[src/rtl/serial_subtractor.sv]
// serial_subtractor: multi-cycle a - b - bin, one DIGIT-wide slice per clock, LSB slice first
module serial_subtractor #(
  parameter int WIDTH = 16,
  parameter int DIGIT = 4
) (
  input  logic             clk,
  input  logic             rst,
  input  logic             start,
  input  logic [WIDTH-1:0] a,
  input  logic [WIDTH-1:0] b,
  input  logic             bin,
  output logic             busy,
  output logic             done,
  output logic [WIDTH-1:0] diff,
  output logic             bout,
  output logic             ovf
);
  localparam int N = WIDTH / DIGIT;
  localparam int CW = $clog2(N + 1);
  typedef enum logic {IDLE, RUN} state_t;
  state_t state, state_n;
  logic [CW-1:0] cnt;
  logic [WIDTH-1:0] a_sr, b_sr, r_sr, r_nx;
  logic [DIGIT:0] s;
  logic borrow, borrow_n, a_msb, b_msb, last;
  // slice subtract, result shift-in and final-slice detect
  always_comb begin
    s = {1'b0, a_sr[DIGIT-1:0]} - {1'b0, b_sr[DIGIT-1:0]} - (DIGIT+1)'(borrow);
    borrow_n = s[DIGIT];
    r_nx = WIDTH'({s[DIGIT-1:0], r_sr} >> DIGIT);
    last = cnt == CW'(N - 1);
  end
  // state register
  always_ff @(posedge clk) state <= rst ? IDLE : state_n;
  // next state: accept start only when idle, leave RUN after the last slice
  always_comb state_n = state == IDLE ? (start ? RUN : IDLE) : (last ? IDLE : RUN);
  // outputs decoded from state
  always_comb busy = state == RUN;
  // datapath: capture operands, process slices, publish result on the final slice
  always_ff @(posedge clk) begin
    if (rst) begin
      cnt <= '0;
      borrow <= 1'b0;
      done <= 1'b0;
      diff <= '0;
      bout <= 1'b0;
      ovf <= 1'b0;
    end else begin
      done <= state == RUN && last;
      if (state == IDLE) begin
        if (start) begin
          a_sr <= a;
          b_sr <= b;
          borrow <= bin;
          a_msb <= a[WIDTH-1];
          b_msb <= b[WIDTH-1];
          cnt <= '0;
        end
      end else begin
        a_sr <= a_sr >> DIGIT;
        b_sr <= b_sr >> DIGIT;
        r_sr <= r_nx;
        borrow <= borrow_n;
        cnt <= cnt + 1'b1;
        if (last) begin
          diff <= r_nx;
          bout <= borrow_n;
          ovf <= (a_msb != b_msb) && (r_nx[WIDTH-1] != a_msb);
        end
      end
    end
  end
endmodule

[config.mk]
export PLATFORM = sky130hd
export DESIGN_NAME = serial_subtractor
export DESIGN_NICKNAME = d
export VERILOG_FILES = /design/src/rtl/serial_subtractor.sv
export SDC_FILE = /design/constraint.sdc
export NUM_CORES = 1
export LEC_CHECK = 0
export BUFFER_PORTS_ARGS = -buffer_cell sky130_fd_sc_hd__buf_2
export CORE_UTILIZATION = 29
export DETAILED_ROUTE_END_ITERATION = 12
export PLACE_DENSITY = 0.46
export SLEW_MARGIN = 30
export SYNTH_ARGS = -nofsm -noshare
export SYNTH_HDL_FRONTEND = slang
export SYNTH_SLANG_ARGS = --single-unit
[constraint.sdc]
create_clock -name clk -period 4.45 [get_ports clk]
set_input_delay 0.89 -clock clk [delete_from_list [all_inputs] [get_ports clk]]
set_output_delay 0.89 -clock clk [all_outputs]
set_load 0.05 [all_outputs]
### Word level (Yosys, flattened, before mapping)

Index checks and enable logic that the tools add are counted.

| word-level totals | value |
|---|---|
| bits in registers | 74 |
| input bits | 36 |
| output and inout bits | 20 |
| word-level logic and storage cells | 40 |

| cells by class | value |
|---|---|
| $add $sub $neg | 3 |
| eq/ne operators | 3 |
| mux-type cells | 11 |
| bitwise operators | 2 |
| reduce and logical (&&, ||, !) cells | 7 |

Operator list:

| operator | number |
|---|---|
| 16-bit 2-to-1 mux | 2 |
| 12-bit 2-to-1 mux | 2 |
| 3-bit 2-to-1 mux | 2 |
| 2-bit AND reduction | 3 |
| 1-bit 2-to-1 mux | 5 |
| 4-bit by 4-bit subtractor with 5-bit output | 1 |
| 5-bit by 1-bit subtractor with 5-bit output | 1 |
| 3-bit by 1-bit adder with 3-bit output, second input constant | 1 |
| 3-bit by 2-bit equality test with 1-bit output, second input constant | 1 |
| 3-bit AND reduction | 1 |
| 1-bit logical AND | 2 |
| 1-bit != test | 2 |
| 1-bit NOT | 2 |
| 2-bit nonzero test | 1 |

### Logic depth before layout (Yosys ltp)

| logic depth | value |
|---|---|
| word-level depth | 4 |
| depth in mapped cells | 10 |
| gate-level depth less buffers | 10 |

### Worst setup path before layout

OpenSTA, ideal clock, no wires.

| timing | value |
|---|---|
| path kind | flip-flop to flip-flop |
| from | register state, in the netlist busy |
| to | register a_sr[0] (enable) |
| library setup time | 0.421 ns |
| arrival time | 2.686 ns |
| required time | 4.029 ns |
| slack | 1.342 ns |
| stages on the path, launching flop included | 5 |
| buffers on the path | 2 |
| period minus slack after synthesis | 3.108 ns |
| cells stage by stage | dfxtp_1 > buf_2 > clkbuf_1 > nor2_1 > nor2_1 |

| on the way | value |
|---|---|
| word-level cells in the longest chain between the ends | 2 |

RTL lines:

| what | RTL line | text |
|---|---|---|
| start: declaration | 21 | `state_t state, state_n;` |
| start signal: assignment | 34 | `always_ff @(posedge clk) state <= rst ? IDLE : state_n;` |
| 2-bit nonzero test (no source line) | -- |  |
| 2-bit AND reduction (no source line) | -- |  |
| end signal: assignment | 60 | `a_sr <= a_sr >> DIGIT;` |
| end: declaration | 23 | `logic [WIDTH-1:0] a_sr, b_sr, r_sr, r_nx;` |

Every way passes these cells.
A chain may end at the register's enable or synchronous reset.

### Worst setup path in the final report

| timing | value |
|---|---|
| from | register a_sr[0] |
| to | register ovf |

| on the way | value |
|---|---|
| word-level cells in the longest chain between the ends | 4 |

RTL lines:

| what | RTL line | text |
|---|---|---|
| 4-bit by 4-bit subtractor with 5-bit output | 28 | `s = {1'b0, a_sr[DIGIT-1:0]} - {1'b0, b_sr[DIGIT-1:0]} - (DIGIT+1)'(borrow);` |
| 5-bit by 1-bit subtractor with 5-bit output | 28 |  |
| 1-bit != test | 68 | `ovf <= (a_msb != b_msb) && (r_nx[WIDTH-1] != a_msb);` |
| 1-bit logical AND | 68 |  |
| end signal: assignment | 68 |  |
| end: declaration | 16 | `output logic ovf` |

Every way passes these cells.

==> summary by stage <==
Yosys
By area the synthesized netlist is led by sky130_fd_sc_hd__edfxtp_1 (49%), sky130_fd_sc_hd__dfxtp_1 (17%), sky130_fd_sc_hd__mux2_2 (9.5%), sky130_fd_sc_hd__nand2_1 (3.8%), sky130_fd_sc_hd__ha_1 (3.5%). The async set-or-reset flop fraction in the synthesized netlist is 0%. The number of nets in the synthesized netlist is 264. The area fraction of the dominant cell type after synthesis is 48.7%. The sequential share of the synthesized area is between 60% and 70%. The count of flip-flops with a built-in enable after synthesis is 46. For this run, the leading register cell type out of synthesis is sky130_fd_sc_hd__edfxtp_1.

The post-synthesis cell count is around 220. The count of cell types in the netlist is 30. The cell taking the most area after synthesis is sky130_fd_sc_hd__edfxtp_1.

The register bit count reported by yosys is 70. Yosys printed 0 warnings. Averaged over all synthesized cells, the footprint is around 13 µm². Summing every instance area after synthesis gives ~2800 µm².

Die
The die is around 100 µm tall. Pin placement for this block handled 56 I/O pins. The die covers between 10000 and 15000 µm². In this run the horizontal extent of the chip is approximately 100 µm.

The core region is 9370 µm². The effective utilization at floorplan is just over 30%. The floorplan has 35 rows.

Pwr
The power spent charging and discharging nets is 0.309 mW. The sequential cell fraction of total power is a little over half. In this run the static leakage power is about 1.3 nW. Combinational logic burns 9.1% of the power. Power spread over the standard cell area amounts to 407 nW/µm². The maximum VDD drop is about 0.22 mV. The clock network burns 38.5% of the power. Net switching is 21.7% of the power.

The total power is about 1.4 mW. The internal power contribution is about 1.1 mW.

Timing
The upper clock frequency limit is roughly 0.42 GHz. The final number of hold-violating endpoints is 0. For the pin with the worst max-slew slack, the measured transition is slightly below 800 ps. Of the available clock period, the critical path in the final layout requires a little over half. The final number of max-transition violations is 0.

Setup repair after global routing left no endpoint under its margin. The slack of the critical path is ~2100 ps. For the final database, setup skew stands at 11.9 ps. The headroom to the max-slew limit is about half. The smallest clock period supported by the final layout is computed as approximately 2400 ps.

Setup violations remaining at the end of the flow were counted as 0. For the final routed database, the setup TNS stands at 0 ps.

Setup path
Data on the critical path is required at its endpoint by between 4000 and 5000 ps. The delay of the slowest critical-path stage is roughly 560 ps. The critical path arrival is around 2600 ps. The critical-path cell with the highest stage delay is sky130_fd_sc_hd__fa_1. The worst setup path is captured at a flip-flop. STA classifies the critical path startpoint as a flip-flop. The worst register-to-register path has a depth of 7. Traced cell by cell, the critical path runs through fa_1, inv_1, ha_1, o21a_1, or3_4, a211o_1, a311oi_1. The reg2reg setup slack is 2090 ps. Of all nets on the critical path, the largest fanout is 4. The type of the worst setup path is reg -> reg.

Global routing
Entering global routing, the biggest net connects 37 pins. The number of global-route vias before repair was 1689. After global routing the overflow that remains totals 0. The first global-routing pass estimated between 7000 and 8000 µm of wire. The initial antenna violation count is 0. The global router's overall resource usage is a little over a tenth.

Clock network
The number of buffers created by CTS is 9. The clock root buffer master is sky130_fd_sc_hd__clkbuf_8. The clock input transition at the sequential cells of the worst setup and hold paths is 70 ps. The H-tree was split into 3 levels. The CTS tree is done. Buffers inserted to repair hold after CTS numbered 0. The post-cts repair resize count is 0. The number of setup buffers added after CTS is 0. The TritonCTS sink count is 70. Clock latency on the worst-skew pair, taken at its later pin, is 340 ps.

The clock passes through at most 2 buffers.

Placement
The detailed placer's ending HPWL is ~3200 µm. The final weighted congestion of routability-driven global placement is 0.641. Buffers placed on the I/O ports in this run total 55. The worst slack after detailed placement is between 2000 and 2500 ps. Once placement completed, the tool counted placed cells totaling ~390.

Layout
The non-filler instance count after layout is 409. For this run, the post-layout net count is around 320. The library cell used most frequently in the layout, excluding fill and tap cells, is sky130_fd_sc_hd__buf_2. In the layout the commonest cells are sky130_fd_sc_hd__buf_2 (55), sky130_fd_sc_hd__edfxtp_1 (46), sky130_fd_sc_hd__nand2_1 (29). Counting the fill cells in the layout gives around 1000. The post-route netlist has between 30% and 40% of its cells at a drive strength greater than 1.

Registers take roughly 1900 µm². 0 antenna diodes ended up in the layout. The footprint of the multi-input gates is around 900 µm². The area growth from synthesis to layout is 23.1%.

Drt
For this run, design rule violations remaining after detail routing come to 0. For this block, the routed nets add up to between 4000 and 5000 µm of wire. The number of iterations in the first detailed-routing pass is 4.

The routed layout has between 1500 and 2000 vias. The wire length per cell is roughly 12 µm. The number of nets with antenna violations after routing is 0. The first-iteration detailed-routing DRC count is 30. The via density per instance is ~4.2.

Worst hold path
The instance count along the most critical hold path is 0. The kind of path behind the tightest hold check is reg -> reg.

Status
The run finished with clean final reports.

Run
The max-cap check violation count is 0.
-- cell families after synthesis --
group,after synthesis,share of synthesized area (%)
flip-flops,70,65.7
AND/OR/NAND/NOR,62,10.2
AO/OA/AOI/OAI,25,5.25
multiplexers,25,9.89
buffers and inverters,23,3.09
adder cells (fa/ha/maj),10,4.94
XOR/XNOR,3,0.927
-- metrics by stage --
step | util [%] | instance area, µm² | hold slack [ps]
after detailed placement | 34.7 | 3250 | 440
after CTS | 36.9 | 3460 | 451
after floorplan | - | 2840 | 426
final | 37.2 | 3490 | 445
after global placement | 34.6 | 3250 | 435
after global routing | 37.2 | 3490 | 461
-- layer usage --
layer / wire (µm) / vias to the layer above / GRT usage, %
met3: 424 / 2 / 5.76
met2: 2100 / 53 / 16.1
li1: - / 874 / -
met1: 2240 / 774 / 12.6
met4: 37 / 0 / 3.34
met5: 0 / - / 0
-- worst paths after layout --
check	start	endpoint
worst max-delay path	a_sr[0]$_DFFE_PP_	ovf$_SDFFE_PP0P_
worst min-delay path	r_sr[8]$_DFFE_PP_	r_sr[4]$_DFFE_PP_
worst max register to register	a_sr[0]$_DFFE_PP_	ovf$_SDFFE_PP0P_
worst min register to register	r_sr[8]$_DFFE_PP_	r_sr[4]$_DFFE_PP_
-- state kept, by name, summed over array words and instances (netlist names), 3 cells and up --
signal,flops
a_sr,16
b_sr,16
diff,16
r_sr,12
cnt,3
-- area by class of cell --
cell class,instances,area share [%]
clock buffers,10,3.66
flip-flops and latches,70,53.4
inverters,12,1.29
repair buffers,57,8.89
multi-input cells,125,25.7
well taps,129,4.63
clock inverters,6,2.47
-- synth_stat cells, drive strengths merged, types with 2 or more instances --
cell and number:
a211oi 4, a21oi 16, and2 3, clkbuf 10, dfxtp 24, edfxtp 46
fa 2, ha 8, inv 12, mux2 24, nand2 29, nand2b 2
nor2 12, nor2b 9, nor3 2, nor3b 2, xnor2 2
-- power groups by stage --
stage / sequential, mW / clock (mW) / combinational (mW)
after floorplan: 0.758 / 0 / 0.0903
after global placement: 0.758 / 0 / 0.128
after detailed placement: 0.759 / 0 / 0.129
after CTS: 0.744 / 0.565 / 0.130
after global routing: 0.747 / 0.590 / 0.147
final: 0.743 / 0.546 / 0.130
-- worst max-delay path, delay by kind of cell, from the launching register on --
kind	cells	cell delay [ps]
AND/OR/NAND/NOR	1	340
AO/OA/AOI/OAI	3	740
flip-flops	1	390
adder cells (fa/ha/maj)	2	740
buffers and inverters	1	50
Power figures use the tool's default switching activity.
